## config.mk

```make
export PLATFORM = sky130hd
export DESIGN_NAME = au_seq
export DESIGN_NICKNAME = d
export VERILOG_FILES = /design/src/rtl/au_seq.sv
export SDC_FILE = /design/constraint.sdc
export NUM_CORES = 1
export LEC_CHECK = 0
export CELL_PAD_IN_SITES_DETAIL_PLACEMENT = 1
export CELL_PAD_IN_SITES_GLOBAL_PLACEMENT = 2
export CORE_MARGIN = 2
export CORE_UTILIZATION = 29
export CTS_BUF_LIST = sky130_fd_sc_hd__clkbuf_8
export CTS_CLUSTER_DIAMETER = 80
export DETAILED_ROUTE_END_ITERATION = 7
export PLACE_DENSITY_LB_ADDON = 0.1
export SETUP_SLACK_MARGIN = 0.3
export SLEW_MARGIN = 25
export SYNTH_ARGS = -nofsm -noshare
export SYNTH_HDL_FRONTEND = slang
export SYNTH_SLANG_ARGS = --single-unit
```

## constraint.sdc

```tcl
create_clock -name clk -period 3.14 [get_ports clk]
set_input_delay 0.471 -clock clk [delete_from_list [all_inputs] [get_ports clk]]
set_output_delay 0.471 -clock clk [all_outputs]
set_load 0.005 [all_outputs]
```

## src/rtl/au_seq.sv

```systemverilog
// au_seq: one-request-at-a-time sequencer feeding the 8-bit arithmetic unit.
// Optional feature macro: AU_SEQ_CHAIN_EN (op_chain selects the last good result as operand a).
// Ports:
//   clk, rst                         clock, asynchronous active-high reset
//   op_valid/op_ready                request handshake
//   op_code, op_a, op_b, op_chain    request payload
//   au_en, au_ac, au_a, au_b         AU drive, asserted for the single issue cycle
//   au_t, au_gf                      AU result, only sampled while au_en=1
//   res_valid/res_ready              result handshake
//   res_t, res_gf, res_err           captured result, greater flag, bad-opcode flag
//   op_cnt                           completed-transaction count, wraps
module au_seq #(
  parameter int CNT_W = 8
) (
  input  logic             clk,
  input  logic             rst,
  input  logic             op_valid,
  output logic             op_ready,
  input  logic [3:0]       op_code,
  input  logic [7:0]       op_a,
  input  logic [7:0]       op_b,
  input  logic             op_chain,
  output logic             au_en,
  output logic [3:0]       au_ac,
  output logic [7:0]       au_a,
  output logic [7:0]       au_b,
  input  logic [7:0]       au_t,
  input  logic             au_gf,
  output logic             res_valid,
  input  logic             res_ready,
  output logic [7:0]       res_t,
  output logic             res_gf,
  output logic             res_err,
  output logic [CNT_W-1:0] op_cnt
);
  typedef enum logic [1:0] {IDLE, ISSUE, HOLD} state_t;
  state_t state, state_n;
  logic err, err_n, op_ready_n, au_en_n, res_valid_n, res_gf_n, res_err_n;
  logic [3:0] au_ac_n;
  logic [7:0] au_a_n, au_b_n, res_t_n, a_sel;
  logic [CNT_W-1:0] op_cnt_n;
  function automatic logic supported(input logic [3:0] c);
    return c == 4'b1000 || c == 4'b1001 || c == 4'b0100 || c == 4'b0101 || c == 4'b1101;
  endfunction
`ifdef AU_SEQ_CHAIN_EN
  // Most recent successful result; error transactions leave it untouched.
  logic [7:0] last_t;
  always_ff @(posedge clk or posedge rst)
    if (rst) last_t <= 8'h00;
    else if (state == ISSUE && !err) last_t <= au_t;
  assign a_sel = op_chain ? last_t : op_a;
`else
  logic chain_unused;
  assign chain_unused = op_chain;
  assign a_sel = op_a;
`endif
  always_comb begin
    state_n = state;
    op_ready_n = op_ready;
    au_en_n = au_en;
    au_ac_n = au_ac;
    au_a_n = au_a;
    au_b_n = au_b;
    err_n = err;
    res_valid_n = res_valid;
    res_t_n = res_t;
    res_gf_n = res_gf;
    res_err_n = res_err;
    op_cnt_n = op_cnt;
    case (state)
      IDLE: if (op_valid) begin
        state_n = ISSUE;
        op_ready_n = 1'b0;
        au_en_n = supported(op_code);
        au_ac_n = op_code;
        au_a_n = a_sel;
        au_b_n = op_b;
        err_n = !supported(op_code);
      end
      // au_en equals !err here, so au_t is only taken when the AU is driving it.
      ISSUE: begin
        state_n = HOLD;
        res_valid_n = 1'b1;
        au_en_n = 1'b0;
        au_ac_n = 4'b0000;
        res_t_n = err ? 8'h00 : au_t;
        res_gf_n = err ? 1'b0 : au_gf;
        res_err_n = err;
      end
      HOLD: if (res_ready) begin
        state_n = IDLE;
        op_ready_n = 1'b1;
        res_valid_n = 1'b0;
        res_err_n = 1'b0;
        op_cnt_n = op_cnt + 1'b1;
      end
      default: state_n = IDLE;
    endcase
  end
  always_ff @(posedge clk or posedge rst)
    if (rst) begin
      state <= IDLE;
      op_ready <= 1'b1;
      au_en <= 1'b0;
      au_ac <= 4'b0000;
      au_a <= 8'h00;
      au_b <= 8'h00;
      err <= 1'b0;
      res_valid <= 1'b0;
      res_t <= 8'h00;
      res_gf <= 1'b0;
      res_err <= 1'b0;
      op_cnt <= '0;
    end else begin
      state <= state_n;
      op_ready <= op_ready_n;
      au_en <= au_en_n;
      au_ac <= au_ac_n;
      au_a <= au_a_n;
      au_b <= au_b_n;
      err <= err_n;
      res_valid <= res_valid_n;
      res_t <= res_t_n;
      res_gf <= res_gf_n;
      res_err <= res_err_n;
      op_cnt <= op_cnt_n;
    end
endmodule

```

## Yosys cells after proc, flatten, opt, wreduce, memory -nomap -nowiden

Index checks and enable logic that the tools add are counted.

- Flip-flop bits (word level): 44
- Input bits: 34
- Output and inout port bits: 41
- Logic and storage cells: 52

- Add/subtract/negate cells: 1
- Equal/unequal tests: 9
- Mux-type cells: 15
- Reductions and logical operators: 15

Operators by type and width:

| operator | number |
|---|---|
| 4-bit == test (second input constant) | 3 |
| 2-bit AND reduction | 5 |
| 8-bit by 1-bit adder with 8-bit output (second input constant) | 1 |
| 4-bit by 3-bit == test with 1-bit output (second input constant) | 2 |
| 8-bit two-way mux | 1 |
| 1-bit one-hot mux with 2 select lines | 4 |
| 4-bit one-hot mux with 2 select lines | 1 |
| 2-bit one-hot mux with 3 select lines | 1 |
| 2-bit nonzero test | 3 |
| 1-bit two-way mux | 5 |
| 1-bit logical OR | 4 |
| 2-bit two-way mux | 2 |
| 4-bit two-way mux | 1 |
| 2-bit inequality test (second input constant) | 2 |
| 3-bit AND reduction | 1 |
| 2-bit by 1-bit == test with 1-bit output (second input constant) | 1 |
| 2-bit == test (second input constant) | 1 |
| 2-bit zero test | 1 |
| 1-bit zero test | 1 |

## Longest topological paths before layout

Gate-level depths: netlist of the first run.

- Depth in word-level cells: 7
- Depth in mapped cells: 5
- Gate-level depth less buffers: 4

## Worst setup path before layout of the first run

OpenSTA, ideal clock, no wires.

- Path type: register to register
- Start point: register state[1]
- End point: register au_a[7]
- Setup time: 0.125 ns
- Arrival time: 1.219 ns
- Data required time: 3.015 ns
- Setup slack: 1.796 ns
- Cell stages (with the launch flop): 5
- Path buffers: 2
- Clock period less this slack: 1.344 ns
- Path through: dfrtp_1 -> nor3b_2 -> buf_6 -> buf_12 -> mux2_4

- Word-level cells in the longest chain between the ends: 2

RTL lines:

| what | RTL line | RTL |
|---|---|---|
| start, declared | 37 | `state_t state, state_n;` |
| start signal, assigned | 115 | `state <= state_n;` |
| 2-bit zero test | 70 | `case (state)` |
| 2-bit AND reduction (no source line) | - |  |
| end signal, assigned | 119 | `au_a <= au_a_n;` |
| end, declared | 25 | `output logic [7:0] au_a,` |

Every way passes these cells.
A chain may end at the register's enable or synchronous reset.

## Worst setup path in the final report of the first run

- Start point: register op_ready
- End point: output op_ready

RTL lines:

| what | RTL line | RTL |
|---|---|---|
| start, declared | 18 | `output logic op_ready,` |
| start signal, assigned | 116 | `op_ready <= op_ready_n;` |

No word-level cell between the ends.

==> results.cfg, run 1 <==
[global_routing]
grt_pass1_vias = 1482
track_usage = 0.1323
grt-ovfl-total = 0
grt_max_degree = 45
antenna_found_initial = 0
grt_pass1_wl_um = 7369

[power]
p_seq_frac = 0.427
p_clk_frac = 0.158
p_per_area_nw_per_um2 = 834.4
switching_share = 0.3038
ir_drop_mv = 0.4693
p_comb_frac = 0.415
p_leak_nw = 1.169
p_int_mw = 1.568
switching_power_mw = 0.6841

[drt]
num_vias = 1362
wl_met2_um = 2190
drc_errors = 0
met1_length_um = 1758
ant_nets = 0
drt-total-wl_um = 4283
dr.max_layer_used = met4
detail_route.iter0.violations = 36
met3_length_um = 307
dr.pass1.iters = 4
wl_per_cell_um = 14.32
via_per_inst = 4.555

[job]
maxCapViolCount = 0

[clocking]
htree_levels = 2
path_clk_slew_ns = 0.08
cts_tree = yes
cts_setup_buffers = 0
hold_buffers = 0
ctsResizeCount = 0
numCtsBuffers = 5
clkLatencyLatePin_ns = 0.29
cts.root.buffer_cell = clkbuf_8
cts.path.max_buffers = 2
clkSinkCount = 44

[sta]
fmax_ghz = 0.5538
tns_ns = 0
finClkSkew_ns = 0.004065
setup_violations = 0
layout_setup_ws_ns = 1.334
rsz0062_at_grt = false
worst_slew_pin_slew_ns = 0.8797
fin_crit_sh = 0.5751
slew_headroom = 0.4135
period_needed_ns = 1.806
hold_viol = 0
drv_slew = 0

[logic_synthesis]
synth_edf_count = 0
synth.top_cells.by_count = dfrtp_1 (43), nand2_1 (32), o21ai_0 (17), mux2_4 (9), mux2_2 (7)
yosys_warnings = 0
synth_area_leaders = dfrtp_1 (59%), mux2_4 (7.4%), nand2_1 (6.6%)
yosys_most_used_dff = dfrtp_1
synth_top_cell_area_share = 0.5903
synthesis.nets = 183
ys_seq_area_frac = 0.6047
synth_top_cell_by_area = dfrtp_1
synth.distinct_cells = 27
ys_ff_latch = 44
netlist_area_um2 = 1823
async_flop_share = 1.000
synth_cells = 148
synth.most_common_cell = dfrtp_1
avgSynthCellArea_um2 = 12.32

[critical_path]
cp_top_family = flip-flops
reg2reg_from = state[1]$_DFFE_PP0P_
path_cells = clkdlybuf4s50_1
r2r_cells = 2
crit_type = register to output port
slowest_stage = dfstp_2
required_ns = 2.67
endpoint_kind = output port
r2r_end = res_t[1]$_DFFE_PP0P_
cp_num_buf_inv = 1
worstPathMaxFanout = 2
critPathMaxStageDelay_ns = 0.53
crit_arrival_ns = 1.33
rrSetupSlack_ns = 1.47
crit_path_start_kind = register

[hold_path]
hold-path-cell-count = 1
hp-start = op_cnt[7]$_DFFE_PP0P_
hold_end = op_cnt[7]$_DFFE_PP0P_
hold_class = register to register

[finish]
fill_cells = 645
drive_gt1_frac = 0.1295
syn_to_final_growth_pct = 48.04
register_area_um2 = 1102
antenna_cells = 0
multi_input_area_um2 = 658.1
num-nets-final = 258

[place]
dp_slack_ns = 1.112
hpwlAfterDp_um = 3061
gp_congestion = 0.6742
io_buffers = 73

[floorplanning]
die_area_um2 = 6936
die_h_um = 83.29
start_util = 0.3043
coreArea_um2 = 5991
io_pins = 75
num_rows = 28
die_w_um = 83.29

[status]
outcome = completed
[logic make-up (layout without fill, tap and decap cells)]
group                    Yosys count  after routing  synth area share
AND/OR/NAND/NOR                   53             53            0.1531
flip-flops                        44             44            0.6047
AO/OA/AOI/OAI                     17             17           0.04667
multiplexers                      16             16            0.1174
buffers and inverters             10             86           0.03775
XOR/XNOR                           7              7           0.03363
adder cells (fa/ha/maj)            1              1          0.006862
[cell usage in the layout (no fill, tap or decap)]
| cell type | netlist | final |
|---|---|---|
| clkdlybuf4s50_1 | 0 | 73 |
| dfrtp_1 | 43 | 43 |
| nand2_1 | 32 | 32 |
| o21ai_0 | 17 | 17 |
| mux2_4 | 9 | 9 |
| mux2_2 | 7 | 7 |
| clkbuf_8 | 0 | 6 |
| nor2_1 | 5 | 5 |
| xnor2_1 | 5 | 5 |
| inv_1 | 3 | 4 |
| nand4_1 | 3 | 3 |
| nand2b_1 | 2 | 2 |
| and3b_1 | 2 | 2 |
| xor2_1 | 2 | 2 |
| nand3_1 | 2 | 2 |
| nor3b_4 | 0 | 1 |
| nor4b_2 | 1 | 1 |
| or2b_1 | 1 | 1 |
| nand3b_4 | 1 | 1 |
| nor4_2 | 1 | 1 |
| clkinv_1 | 1 | 1 |
| clkinv_2 | 0 | 1 |
| nand4b_1 | 1 | 1 |
| nor3_1 | 1 | 1 |
| ha_1 | 1 | 1 |
| dfstp_2 | 1 | 1 |
| buf_4 | 1 | 1 |
[worst max path at each step]
| stage | end | start | slack [ns] | depth (start not counted) |
|---|---|---|---|---|
| final | op_ready | op_ready$_DFFE_PP1P_ | 1.33 | 1 |
| after global routing | op_ready | op_ready$_DFFE_PP1P_ | 1.29 | 1 |
| after CTS | op_ready | op_ready$_DFFE_PP1P_ | 1.31 | 1 |
| after detailed placement | au_a[1]$_DFFE_PP0P_ | op_valid | 1.11 | 4 |
| after global placement | err$_DFFE_PP0P_ | op_valid | 1.15 | 5 |
| after floorplan | au_a[0]$_DFFE_PP0P_ | rst | 1.64 | 1 |
[sequential cells by signal, indices dropped and copies added, names as in the netlist]
| signal | flops |
|---|---|
| au_a | 8 |
| au_b | 8 |
| au_ac | 4 |
| res_err | 1 |
| op_cnt | 8 |
| err | 1 |
| res_gf | 1 |
| au_en | 1 |
| res_t | 8 |
| op_ready | 1 |
| state | 2 |
| res_valid | 1 |
[cell type report]
type	instances	share of cell area
inverters	4	0.006027
clock inverters	2	0.002782
clock buffers	6	0.03060
repair buffers	74	0.2735
multi-input cells	94	0.2439
flip-flops and latches	44	0.4084
well taps	75	0.03477
[stage by stage]
stage	cell area (um^2)	utilization	power, mW	hold WS [ns]	std cells
2_1_floorplan	1823	-	1.384	0.4647	148
3_3_place_gp	2608	0.4353	1.885	0.4575	291
3_5_place_dp	2608	0.4353	1.923	0.4695	291
4_1_cts	2698	0.4503	2.299	0.4836	299
5_1_grt	2699	0.4505	2.420	0.5150	299
6_report	2699	0.4505	2.252	0.4737	299
[layer usage]
| metal | global-route usage | vias up |
|---|---|---|
| li1 | - | 643 |
| met1 | 0.1581 | 671 |
| met2 | 0.2243 | 43 |
| met3 | 0.05169 | 5 |
| met4 | 0.03130 | 0 |
| met5 | 0 | - |
[power by group through the flow]
stage	logic (mW)	clock network, mW	registers (mW)
after floorplan	0.424	0	0.960
after global placement	0.931	0	0.953
after detailed placement	0.954	0	0.969
after CTS	0.960	0.374	0.965
after global routing	1.02	0.400	0.999
final	0.935	0.357	0.960
No activity file was read; power rests on OpenSTA's default activity.
==> run 2, diff against run 1 <==
--- a/config.mk
+++ b/config.mk
@@ -8,7 +8,7 @@
 export CELL_PAD_IN_SITES_DETAIL_PLACEMENT = 1
 export CELL_PAD_IN_SITES_GLOBAL_PLACEMENT = 2
 export CORE_MARGIN = 2
-export CORE_UTILIZATION = 29
+export CORE_UTILIZATION = 24
 export CTS_BUF_LIST = sky130_fd_sc_hd__clkbuf_8
 export CTS_CLUSTER_DIAMETER = 80
 export DETAILED_ROUTE_END_ITERATION = 7
==> constraint.sdc (replaced) <==
create_clock -name clk -period 1.5 [get_ports clk]
set_input_delay 0.225 -clock clk [delete_from_list [all_inputs] [get_ports clk]]
set_output_delay 0.225 -clock clk [all_outputs]
set_load 0.005 [all_outputs]
==> run 2 against run 1 <==
Clock-buffer cell count shrank 1. Combinational power grew to 3.1 times the previous value. Global-route usage fell by 1.3 points. Sequential cell count is the same. Core utilization increased by 0.094 points. Worst hold slack got worse by 0.21 ns. Sequential power up 100%. Critical path type is now input pin to register. Register-to-register slack got worse by 1.3 ns. Cell count increased by 22%. Wire length up 20%. Clock power is 150% higher. First-iteration DRC count down 8.3%. Largest power group is now combinational logic.
==> results.cfg, run 2 (synthesis results as in run 1) <==
[critical_path]
r2r_end = au_a[1]$_DFFE_PP0P_
endpoint_kind = register
crit_arrival_ns = 1.52
reg2reg_from = state[1]$_DFFE_PP0P_
startpoint = op_valid
required_ns = 1.68
endpoint = au_a[1]$_DFFE_PP0P_
worstPathMaxFanout = 8
r2r_cells = 3
crit_path_start_kind = input pin
slowest_stage = clkdlybuf4s50_1
crit_type = input pin to register
rrSetupSlack_ns = 0.16
critPathMaxStageDelay_ns = 0.49
path_cells = clkdlybuf4s50_1 -> nor3b_4 -> buf_6 -> mux2_4

[clocking]
path_clk_slew_ns = 0.08
clkLatencyLatePin_ns = 0.29
cts_tree = yes
cts.path.max_buffers = 2
cts.root.buffer_cell = clkbuf_8
clkSinkCount = 44
htree_levels = 2
numCtsBuffers = 5

[floorplanning]
die_area_um2 = 8309
die_w_um = 91.16
num_rows = 31
start_util = 0.2500
io_pins = 75
coreArea_um2 = 7292
die_h_um = 91.16

[drt]
ant_nets = 0
wl_per_cell_um = 14.00
detail_route.iter0.violations = 33
drc_errors = 0
dr.pass1.iters = 3
num_vias = 1516
drt-total-wl_um = 5123
via_per_inst = 4.142

[power]
p_per_area_nw_per_um2 = 1734
ir_drop_mv = 0.5978
p_leak_nw = 1.553

[job]
maxCapViolCount = 0

[place]
io_buffers = 73
gp_congestion = 0.6830
hpwlAfterDp_um = 3333
place_inst = 322

[sta]
fmax_ghz = 0.7455
setup_violations = 0
worst_slew_pin_slew_ns = 0.3717
finClkSkew_ns = 0.004997
slew_headroom = 0.7517
drv_slew = 0
fin_crit_sh = 0.8943
hold_slack_ns = 0.2619
period_needed_ns = 1.341
rsz0062_at_grt = true
hold_viol = 0

[global_routing]
grt_max_degree = 26
antenna_found_initial = 0
grt_pass1_vias = 1628
grt_pass1_wl_um = 8059
track_usage = 0.1194
grt-ovfl-total = 0

[hold_path]
hold_class = input pin to async pin

[finish]
layout_commonest_cell = dfrtp_1
final_cell_mix = dfrtp_1 (40), clkdlybuf4s50_1 (32), buf_4 (29)
stdcell_count = 366
antenna_cells = 0
syn_to_final_growth_pct = 80.58
num-nets-final = 301
drive_gt1_frac = 0.3333

[status]
outcome = completed
-- run 2: cell types whose count changed in the layout (fill, tap and decap cells not counted), moves of 9 or more --
cell,change
buf_6,+9
o21ai_1,+12
buf_4,+28
o21ai_0,-12
dlygate4sd2_1,+15
clkdlybuf4s15_1,+25
clkdlybuf4s50_1,-41
-- run 2: power breakdown --
part           switching [mW]  total [mW]  internal (mW)
combinational            1.06        2.87           1.82
clock                   0.395       0.882          0.488
sequential              0.282        1.95           1.67
total                    1.74        5.71           3.97
-- run 2: final cells by class --
class	instances	area (um^2)
inverter	4	18.77
clock inverter	3	38.79
sequential	44	1106
clock buffer	5	68.82
fill	800	4000
timing repair buffer	117	1176
multi-input combinational	94	759.5
tap	99	123.9
-- run 2: timing repair --
item | in CTS | in global routing
buffers inserted | 17 | 14
endpoints found under the hold margin | 0 | 0
hold buffers | 0 | 0
pin swaps | 4 | 6
cloned | 0 | 5
endpoints found under the setup margin | 77 | 66
gates resized for setup | 51 | 62
-- run 2: metal layers --
metal	track usage	routed length, um	up-vias
li1	-	-	726
met1	0.1412	2158	735
met2	0.2099	2626	49
met3	0.03485	283	6
met4	0.03409	55	0
met5	0	0	-
-- run 2: through the flow --
stage	worst slack, ns	total power, mW	util	TNS [ns]	instance area [um^2]
floorplan	0.1858	2.900	-	0	1828
global placement	-0.1475	4.111	0.3765	-2.288	2745
detailed placement	-0.1656	4.188	0.3765	-2.407	2745
CTS	0.1348	5.076	0.4065	0	2964
global route	0.09561	6.115	0.4514	0	3292
finish	0.1586	5.707	0.4514	0	3292
-- run 2: worst min-delay path by stage --
stage                               start                    end  slack (ns)  cells past startpoint
floorplan                             rst    au_a[0]$_DFFE_PP0P_        0.23                      1
global placement    op_cnt[7]$_DFFE_PP0P_  op_cnt[7]$_DFFE_PP0P_        0.46                      1
detailed placement  op_cnt[7]$_DFFE_PP0P_  op_cnt[7]$_DFFE_PP0P_        0.47                      1
CTS                                   rst  res_valid$_DFFE_PP0P_        0.26                      2
global route                          rst  res_valid$_DFFE_PP0P_        0.27                      2
finish                                rst  res_valid$_DFFE_PP0P_        0.26                      2
-- run 2: worst max-delay path, delay by kind of cell --
family / cells / cell delay (ns)
buffers and inverters: 2 / 0.69
muxes: 1 / 0.31
and+or+nand+nor: 1 / 0.29
